[src/rtl/rx_symbol_lock.sv]
// Receive-side symbol aligner: hunts for COM, locks after repeated aligned COMs, forwards aligned bytes.
// Optional RX_COM_STRIP_EN: COM bytes seen while LOCKED are consumed and not forwarded.
module rx_symbol_lock #(
    parameter logic [7:0]  COM       = 8'hBC,
    parameter int unsigned LOCK_COMS = 2,
    parameter int unsigned MAX_GAP   = 16
) (
    input  logic       clk,
    input  logic       reset_L,
    input  logic       data,
    input  logic       DK,
    output logic [7:0] out,
    output logic       out_DK,
    output logic       out_k,
    output logic       locked,
    output logic       lock_err
);

    localparam int unsigned CW = (LOCK_COMS < 1) ? 1 : $clog2(LOCK_COMS + 1);
    localparam int unsigned GW = $clog2(MAX_GAP + 1);
    localparam logic [CW-1:0] COM_LAST = CW'(LOCK_COMS - 1);
    localparam logic [GW-1:0] GAP_LAST = GW'(MAX_GAP - 1);

    typedef enum logic [1:0] {
        HUNT   = 2'd0,
        CHECK  = 2'd1,
        LOCKED = 2'd2
    } state_t;

    state_t        state_q, state_d;
    logic [7:0]    sr_q, sr_d;
    logic [2:0]    bit_cnt_q, bit_cnt_d;
    logic [CW-1:0] com_cnt_q, com_cnt_d;
    logic [GW-1:0] gap_cnt_q, gap_cnt_d;
    logic [7:0]    out_q, out_d;
    logic          out_dk_q, out_dk_d;
    logic          out_k_q, out_k_d;
    logic          lock_err_q, lock_err_d;

    logic [7:0] cand;
    logic       is_com;
    logic       byte_done;
    logic       gap_full;

    assign cand      = {sr_q[6:0], data};
    assign is_com    = (cand == COM);
    assign byte_done = DK && (state_q != HUNT) && (bit_cnt_q == 3'd7);
    assign gap_full  = !is_com && (gap_cnt_q == GAP_LAST);

    // State register
    always_ff @(posedge clk or negedge reset_L) begin
        if (!reset_L) begin
            state_q <= HUNT;
        end else begin
            state_q <= state_d;
        end
    end

    // Next-state logic
    always_comb begin
        state_d = state_q;
        if (DK) begin
            case (state_q)
                HUNT: begin
                    if (is_com) begin
                        state_d = CHECK;
                    end
                end
                CHECK: begin
                    if (byte_done) begin
                        if (is_com && (com_cnt_q == COM_LAST)) begin
                            state_d = LOCKED;
                        end else if (gap_full) begin
                            state_d = HUNT;
                        end
                    end
                end
                LOCKED: begin
                    if (byte_done && gap_full) begin
                        state_d = HUNT;
                    end
                end
                default: state_d = HUNT;
            endcase
        end
    end

    // Shift register and alignment counters; everything holds while DK is low
    always_comb begin
        sr_d      = sr_q;
        bit_cnt_d = bit_cnt_q;
        com_cnt_d = com_cnt_q;
        gap_cnt_d = gap_cnt_q;
        if (DK) begin
            sr_d = cand;
            if (state_q == HUNT || state_d == HUNT) begin
                bit_cnt_d = '0;
                com_cnt_d = '0;
                gap_cnt_d = '0;
            end else begin
                bit_cnt_d = bit_cnt_q + 3'd1;
                if (byte_done) begin
                    if (is_com) begin
                        gap_cnt_d = '0;
                        if (state_q == CHECK) begin
                            com_cnt_d = com_cnt_q + CW'(1);
                        end
                    end else begin
                        gap_cnt_d = gap_cnt_q + GW'(1);
                    end
                end
            end
        end
    end

    // Output logic: bytes leave only from LOCKED; the loss-causing byte is still emitted
    always_comb begin
        out_d      = out_q;
        out_dk_d   = 1'b0;
        out_k_d    = out_k_q;
        lock_err_d = 1'b0;
        if (state_q == LOCKED && byte_done) begin
`ifdef RX_COM_STRIP_EN
            if (!is_com) begin
                out_d    = cand;
                out_dk_d = 1'b1;
            end
            out_k_d = 1'b0;
`else
            out_d    = cand;
            out_dk_d = 1'b1;
            out_k_d  = is_com;
`endif
            lock_err_d = gap_full;
        end
    end

    always_ff @(posedge clk or negedge reset_L) begin
        if (!reset_L) begin
            sr_q       <= '0;
            bit_cnt_q  <= '0;
            com_cnt_q  <= '0;
            gap_cnt_q  <= '0;
            out_q      <= '0;
            out_dk_q   <= 1'b0;
            out_k_q    <= 1'b0;
            lock_err_q <= 1'b0;
        end else begin
            sr_q       <= sr_d;
            bit_cnt_q  <= bit_cnt_d;
            com_cnt_q  <= com_cnt_d;
            gap_cnt_q  <= gap_cnt_d;
            out_q      <= out_d;
            out_dk_q   <= out_dk_d;
            out_k_q    <= out_k_d;
            lock_err_q <= lock_err_d;
        end
    end

    assign out      = out_q;
    assign out_DK   = out_dk_q;
    assign out_k    = out_k_q;
    assign locked   = (state_q == LOCKED);
    assign lock_err = lock_err_q;

endmodule

[config.mk]
export PLATFORM = sky130hd
export DESIGN_NAME = rx_symbol_lock
export DESIGN_NICKNAME = d
export VERILOG_FILES = /design/src/rtl/rx_symbol_lock.sv
export SDC_FILE = /design/constraint.sdc
export NUM_CORES = 1
export LEC_CHECK = 0
export ABC_AREA = 1
export CAP_MARGIN = 20
export CORE_MARGIN = 2
export CORE_UTILIZATION = 50
export DETAILED_ROUTE_END_ITERATION = 8
export PLACE_DENSITY = 0.75
export SLEW_MARGIN = 20
export SYNTH_ARGS = -nofsm -noshare
export SYNTH_HDL_FRONTEND = slang
export SYNTH_SLANG_ARGS = --single-unit
[constraint.sdc]
create_clock -name clk -period 1.6 [get_ports clk]
set_input_delay 0.16 -clock clk [delete_from_list [all_inputs] [get_ports clk]]
set_output_delay 0.16 -clock clk [all_outputs]
set_load 0.03 [all_outputs]
# After elaboration in Yosys (flattened, before gate mapping)
# Cells that the tools add are included.
# Widths: inputs -> output; s select.
[totals]
reg_bits = 30
in_bits = 4
[op_classes]
addsub = 3
eq_ne = 6
muxes = 17
reduce_logical = 16
[ops]
columns = ["operator", "n"]
rows = [
  ["$mux 2", 10],
  ["$mux 5", 3],
  ["$eq 8x8->1 const B", 1],
  ["$reduce_bool 2->1", 4],
  ["$logic_and 1x1->1", 6],
  ["$pmux 2 s3", 1],
  ["$add 5x1->5 const B", 1],
  ["$eq 5x4->1 const B", 1],
  ["$eq 2x1->1 const B", 2],
  ["$logic_not 2->1", 2],
  ["$reduce_and 4->1", 1],
  ["$add 3x1->3 const B", 1],
  ["$eq 3x3->1 const B", 1],
  ["$mux 3", 1],
  ["$add 2x1->2 const B", 1],
  ["$eq 2x2->1 const B", 1],
  ["$mux 1", 2],
  ["$reduce_and 2->1", 1],
  ["$logic_not 1->1", 1],
  ["$logic_or 1x1->1", 1],
]

# Longest topological paths before layout
# Gate-level depths: netlist of run 1.
[logic_depth]
depth_word = 12
mapped_depth = 17
depth_no_buf = 17

# Worst setup path after synthesis of run 1
# No wires, ideal clock.
[synth_path]
kind = "register to register"
from = "reg bit_cnt_q[0]"
to = "reg gap_cnt_q[0]"
setup_time_ns = 0.117
t_arrival_ns = 1.645
required_ns = 1.483
setup_slack_ns = -0.162
stages_incl_launch_ff = 17
n_path_buf = 0
period_less_slack_ns = 1.762
path_cell_list = "dfrtp_1 > ha_1 > ha_1 > nand2_1 > inv_1 > nand2_4 > nor2_2 > nand2_1 > nand2_1 > nand3_2 > nand2_2 > nand2_4 > nand2_4 > inv_4 > nand2_4 > nand3_1 > nand2_1"
[synth_via]
elab_chain_cells = 10
[synth_rtl]
columns = ["element", "line", "source"]
rows = [
  ["start, declared", "32", "logic [2:0] bit_cnt_q, bit_cnt_d;"],
  ["start signal, assigned", "150", "bit_cnt_q <= bit_cnt_d;"],
  ["$eq 3x3->1 (*)", "47", "assign byte_done = DK && (state_q != HUNT) && (bit_cnt_q == 3'd7);"],
  ["$logic_and 1x1->1 (*)", "47", ""],
  ["$logic_and 1x1->1", "79", "if (byte_done && gap_full) begin"],
  ["$mux 2", "79", ""],
  ["$pmux 2 s3", "63", "case (state_q)"],
  ["$mux 2", "62", "if (DK) begin"],
  ["$logic_not 2->1", "96", "if (state_q == HUNT || state_d == HUNT) begin"],
  ["$logic_or 1x1->1", "96", ""],
  ["$reduce_bool 2->1 (no line)", "--", ""],
  ["$reduce_and 2->1 (no line)", "--", ""],
  ["end signal, assigned", "152", "gap_cnt_q <= gap_cnt_d;"],
  ["end, declared", "34", "logic [GW-1:0] gap_cnt_q, gap_cnt_d;"],
]
# Every way passes the cells marked *; elsewhere a longest branch is shown, timed or not.
# A chain may end at the register's enable or synchronous reset.

# Final worst setup path of run 1
[layout_path]
from = "reg gap_cnt_q[0]"
to = "reg gap_cnt_q[0]"
[layout_via]
elab_chain_cells = 11
[layout_rtl]
columns = ["element", "line", "source"]
rows = [
  ["$eq 5x4->1", "48", "assign gap_full = !is_com && (gap_cnt_q == GAP_LAST);"],
  ["$logic_and 1x1->1", "48", ""],
  ["$mux 2", "73", "end else if (gap_full) begin"],
  ["$mux 2", "71", "if (is_com && (com_cnt_q == COM_LAST)) begin"],
  ["$mux 2", "70", "if (byte_done) begin"],
  ["$pmux 2 s3", "63", ""],
  ["$mux 2", "62", ""],
  ["$logic_not 2->1", "96", ""],
  ["$logic_or 1x1->1", "96", ""],
  ["$reduce_bool 2->1 (no line)", "--", ""],
  ["$reduce_and 2->1 (no line)", "--", ""],
]
# Parallel ways exist; a longest one is shown, timed or not. The select of a mux whose other input is x is not followed.

==> results of run 1 <==
sequential cells by signal, summed over array words and instances, names as in the netlist:
signal,count
out_k,1
out,8
bit_cnt_q,3
out_DK,1
gap_cnt_q,5
com_cnt_q,2
lock_err,1
state_q,2
sr_q,7
synth_stat cells:
master	number	area, µm²
nand4_1	2	12.5
nand3_1	12	60.1
o21ai_0	19	95.1
ha_1	5	62.6
nand3_2	2	20.0
dfrtp_1	30	751
clkbuf_1	3	11.3
nor2_4	1	11.3
o211ai_2	1	12.5
nor2_1	15	56.3
inv_4	1	6.26
nor3b_1	1	7.51
clkbuf_8	1	13.8
buf_2	1	5.00
nand2_2	4	25.0
nand2_1	53	199
nor3_1	2	10.0
inv_1	21	78.8
nor2_2	1	6.26
inv_2	5	18.8
nand2_4	6	67.6
worst max-delay path, delay by kind of cell, from the launching register on:
kind,cells,cell delay (ps)
buffers and inverters,2,90
DFF,1,380
and+or+nand+nor,13,1010
adders and majority gates,2,370
layout by cell type, fill, tap and decap left out:
master	synthesis	routed
ha_1	5	1
nand3_1	12	11
nor3b_1	1	1
nand2_1	53	48
nor3_2	0	1
clkbuf_4	0	5
dlygate4sd2_1	0	1
dfrtp_1	30	30
buf_12	0	1
nor2_2	1	3
o21ai_0	19	16
inv_2	5	7
ha_2	0	3
clkinv_2	0	2
nand3_2	2	3
clkdlybuf4s50_1	0	14
inv_1	21	19
nor2_1	15	13
inv_4	1	1
o211ai_2	1	1
ha_4	0	1
nand2_4	6	6
nor3_1	2	1
o21ai_2	0	2
nor2_4	1	1
o21ai_1	0	1
nand4_1	2	2
buf_4	0	26
nand2_2	4	9
power by group:
part,switching [mW],leakage [nW],internal [mW]
registers,0.0638,0.400,0.852
logic,0.344,0.591,0.282
clock network,0.250,0.0308,0.158
final cells by class:
cell class,count,area (µm²)
Clock buffer,5,37.5
Clock inverter,2,10.0
Fill cell,270,970
Inverter,27,104
Multi-Input combinational cell,124,701
Sequential cell,30,751
Tap cell,33,41.3
Timing Repair Buffer,42,364
metrics by stage:
| stage | instance area (µm²) | util, % | setup TNS, ps | instances | hold slack [ps] |
|---|---|---|---|---|---|
| 2_1_floorplan | 1530 | - | -1110 | 186 | -136 |
| 3_3_place_gp | 1850 | 62.3 | -2110 | 249 | 454 |
| 3_5_place_dp | 1850 | 62.3 | -3100 | 249 | 462 |
| 4_1_cts | 1970 | 66.1 | -3130 | 261 | 221 |
| 5_1_grt | 2010 | 67.4 | -4230 | 263 | 262 |
| 6_report | 2010 | 67.4 | -3070 | 263 | 208 |
per-layer routing:
| layer | GRT usage (%) | vias up | wire, µm |
|---|---|---|---|
| li1 | - | 668 | - |
| met1 | 25.4 | 627 | 1400 |
| met2 | 35.3 | 33 | 1690 |
| met3 | 4.59 | 5 | 144 |
| met4 | 7.79 | 0 | 42 |
| met5 | 0 | - | 0 |
path summary, 6_finish.rpt:
kind	slack, ps	start	cells after the start	endpoint
hold / removal	210	reset_L	2	lock_err
max in group asynchronous	1110	reset_L	2	bit_cnt_q[1]
setup reg to reg	-350	gap_cnt_q[0]	17	gap_cnt_q[0]
setup / recovery	-350	gap_cnt_q[0]	17	gap_cnt_q[0]
hold reg to reg	480	gap_cnt_q[4]	2	gap_cnt_q[4]
min in group clk	470	data	3	sr_q[0]
kinds of logic (layout without fill, tap and decap cells):
| kind of cell | after synthesis | count (layout) |
|---|---|---|
| buf+inv | 32 | 76 |
| flops | 30 | 30 |
| fa+ha+maj | 5 | 5 |
| compound gates | 20 | 20 |
| simple gates | 99 | 99 |
repair_timing:
item / in CTS / in global routing
buffers inserted: 5 / 2
endpoints found under the setup margin: 11 / 13
pin swaps: 15 / 11
gates resized for setup: 13 / 8
==> results.yml, run 1 <==
detailed_routing:
  wire_per_inst_um: 12.5
  ant_nets: 0
  vias: 1333
  viasPerCell: 5.07
  totalWireLength_mm: 3.28
  drc: 0
  drt_iter0_markers: 59
  first_pass_iters: 4
yosys:
  synth_top_family_by_area: "simple AND/OR/NAND/NOR gates"
  syn_area_per_cell_um2: 8.23
  syn_area_um2: 1530
  syn_inst: 186
  synth-seq-area-share_pct: 49.1
  synth-simple-area-share_pct: 31.1
  yosysWarnings: 0
  synthAdderAreaFrac_pct: 4.09
  synth_xor_xnor_area_share_pct: 0
  synth-compound-area-share_pct: 7.03
  muxShareOfSynthArea_pct: 0
  synthDistinctLibCells: 21
  ys_ff_latch: 30
  synth_fp_nets: 195
timing:
  max_freq_mhz: 513
  skew_ps: 6.41
  maxSlewHeadroom_pct: 74.7
  layout_min_cycle_time_ps: 1950
  timing.final.crit_share_pct: 122
  rsz0062_at_grt: "true"
  setup_violations: 10
  hold_violations: 0
  timing.final.ws_setup_ps: -349
  worst_slew_pin_slew_ps: 379
  maxSlewViolCount: 0
cells_and_area:
  diodes: 0
  drive_gt1_share_pct: 31.3
  synthToLayoutAreaGrowth_pct: 31.2
  nets: 239
power:
  p_leak_nw: 1.02
  power.density_nw_per_um2: 971
  fin_total_pwr_mw: 1.95
  peakVddDrop_v: 0.000574
status:
  violations: "setup timing"
  status: "complete, but fails checks"
clocking:
  clock-root-buffer: "clkbuf_4"
  clkLatencyLatePin_ps: 320
  clkSlewWorstSetupHoldPaths_ps: 90
  clk_path_buf_depth: 2
  cts_htree_levels: 2
  cts_tree: "done"
  cts.sinks: 30
  cts_buffers: 5
  postCtsHoldBufs: 0
global_route:
  grt_max_degree: 31
  antenna_found_initial: 0
  grt_pass1_vias: 1253
  grt_pass1_wl_mm: 5.38
  grt.total_usage_pct: 20.7
  overflow: 0
critical_path:
  critPathCaptureType: "flop"
  crit_required_ps: 1820
  slowest_delay_ps: 380
  critPathSlowestCell: "dfrtp_1"
  crit_path_cell_trace: "ha_2 > nand2_2 > nor2_2 > ha_2 > inv_2 > nor2_2 > nand2_1 > nand2_1 > nand3_2 > nand2_2 > nand2_4 > nand2_4 > inv_4 > nand2_4 > nand2_4 > nand2_1 > nand2_1"
  start_kind: "flop"
  critPathKind: "reg -> reg"
  arrival_ps: 2170
  critical_path.max_fanout: 5
min_path:
  hold_path_class: "in -> async"
placement:
  routabilityCongestion: 0.826
  port_buffers: 15
  post-dp-hpwl_mm: 2.32
  pre_cts_ws_ps: -370
die:
  boundaryPins: 16
  rows: 20
  die_x_um: 59.3
  initial_core_util_pct: 51.4
  die_h_um: 59.3
  dieArea_um2: 3520
  core_area_um2: 2980
run:
  drv_cap: 0
(Power assumes the default switching activity.)
==> run 2, diff against run 1 <==
==> constraint.sdc (replaced) <==
create_clock -name clk -period 1.6 [get_ports clk]
set_input_delay 0.32 -clock clk [delete_from_list [all_inputs] [get_ports clk]]
set_output_delay 0.32 -clock clk [all_outputs]
set_load 0.03 [all_outputs]
==> results.yml, run 2 (synthesized netlist as in run 1, its figures left out) <==
status:
  status: "complete, but fails checks"
  violations: "setup timing"
cells_and_area:
  final_cell_mix: "nand2_1 (48), dfrtp_1 (30), buf_4 (30), inv_1 (19), o21ai_0 (16)"
  regArea_um2: 751
  synthToLayoutAreaGrowth_pct: 35.1
  multi_input_area_um2: 716
  fillers: 231
  nets: 242
  finalInstanceArea_um2: 2070
  drive_gt1_share_pct: 33.0
  largest_reg_flops: 8
  mostFrequentLayoutCell: "nand2_1"
  diodes: 0
  fin_util_pct: 69.4
min_path:
  hold_path_class: "in -> async"
detailed_routing:
  met2_length_mm: 1.87
  drc: 0
  viasPerCell: 5.19
  vias: 1381
  routed.top_layer: "met4"
  totalWireLength_mm: 3.54
  wirelength_met1_mm: 1.47
  wl_met3_um: 149
  drt_iter0_markers: 68
  first_pass_iters: 4
  ant_nets: 0
  wire_per_inst_um: 13.3
power:
  power.density_nw_per_um2: 1050
  p_leak_nw: 1.12
  clockPowerShare_pct: 28.9
  internal-power_mw: 1.49
  power.switching_mw: 0.678
  p_seq_share_pct: 42.5
  p_sw_share_pct: 31.3
  peakVddDrop_v: 0.000645
  comb_power_share_pct: 28.6
clocking:
  clk_path_buf_depth: 2
  clkLatencyLatePin_ps: 330
  clock-root-buffer: "clkbuf_4"
  clkSlewWorstSetupHoldPaths_ps: 100
  cts_buffers: 5
  cts_tree: "done"
  cts.sinks: 30
  cts_htree_levels: 2
timing:
  skew_ps: 14.7
  maxSlewHeadroom_pct: 75.0
  timing.final.crit_share_pct: 122
  timing.final.ws_setup_ps: -352
  rsz0062_at_grt: "true"
  layout_min_cycle_time_ps: 1950
  setup_violations: 12
  max_freq_mhz: 512
  worst_slew_pin_slew_ps: 376
  maxSlewViolCount: 0
  whs_ps: 370
  fin_setup_tns_ps: -3410
  hold_violations: 0
placement:
  routabilityCongestion: 0.866
  post-dp-hpwl_mm: 2.40
  placed_area_um2: 1860
  pre_cts_ws_ps: -437
  port_buffers: 15
global_route:
  antenna_found_initial: 0
  grt.total_usage_pct: 23.1
  grt_max_degree: 31
  grt_pass1_vias: 1324
  overflow: 0
  grt_pass1_wl_mm: 5.94
die:
  rows: 20
  core_area_um2: 2980
  dieArea_um2: 3520
  initial_core_util_pct: 51.4
  boundaryPins: 16
  die_x_um: 59.3
  die_h_um: 59.3
critical_path:
  critPathSlowestCell: "dfrtp_1"
  slowest_delay_ps: 370
  cp_top_family: "simple AND/OR/NAND/NOR gates"
  r2r_cells: 17
  arrival_ps: 2190
  critPathKind: "reg -> reg"
  critical_path.max_fanout: 5
  cp_num_cells: 17
  start_kind: "flop"
  path_buf_inv: 2
  crit_path_cell_trace: "ha_2 > nand2_2 > nor2_2 > ha_2 > inv_2 > nor2_2 > nand2_1 > nand2_1 > nand3_2 > nand2_2 > nand2_4 > nand2_4 > inv_4 > nand2_4 > nand2_4 > nand2_2 > nand2_2"
  critPathCaptureType: "flop"
  crit_required_ps: 1830
run:
  drv_cap: 0
-- run 2: cell types whose count changed in the layout (fill, tap and decap cells not counted), sizes merged --
cell	before	now
clkinv	2	0
clkdlybuf4s50	14	3
buf	27	31
dlygate4sd2	1	11
clkbuf	5	6
bufinv	0	1
-- run 2: repair_timing --
| action | CTS | global route |
|---|---|---|
| hold buffers | 0 | 0 |
| setup buffers | 4 | 5 |
| pin swaps | 2 | 15 |
| resized for setup | 21 | 14 |
| endpoints found under the setup margin | 21 | 17 |
-- run 2: path summary, 6_finish.rpt --
| path | startpoint | slack, ps | to |
|---|---|---|---|
| min in group clk | out_k | 490 | out_k |
| hold / removal | reset_L | 370 | gap_cnt_q[2] |
| hold reg to reg | out_k | 490 | out_k |
| max in group asynchronous | reset_L | 940 | state_q[1] |
| setup / recovery | gap_cnt_q[1] | -350 | gap_cnt_q[2] |
| setup reg to reg | gap_cnt_q[1] | -350 | gap_cnt_q[2] |
-- run 2: area by class of cell --
| cell class | instances | area share (%) |
|---|---|---|
| Timing Repair Buffer | 45 | 18.0 |
| Inverter | 27 | 5.15 |
| Multi-Input combinational cell | 124 | 34.6 |
| Clock inverter | 1 | 1.45 |
| Clock buffer | 6 | 2.48 |
| Tap cell | 33 | 2.00 |
| Sequential cell | 30 | 36.3 |
-- run 2: metrics by stage --
step | power [mW] | instances
5_1_grt | 2.29 | 266
4_1_cts | 2.11 | 261
6_report | 2.17 | 266
3_3_place_gp | 1.43 | 250
2_1_floorplan | 1.24 | 186
3_5_place_dp | 1.45 | 250
-- run 2: power groups by stage --
stage	clock, mW	combinational (mW)	sequential (mW)
2_1_floorplan	0	0.304	0.937
3_3_place_gp	0	0.505	0.923
3_5_place_dp	0	0.520	0.932
4_1_cts	0.633	0.564	0.917
5_1_grt	0.675	0.687	0.930
6_report	0.627	0.621	0.920
-- run 2: per-layer routing --
layer	up-vias	GRT usage (%)
li1	672	-
met1	670	27.7
met2	33	39.2
met3	6	6.99
met4	0	8.12
met5	-	0
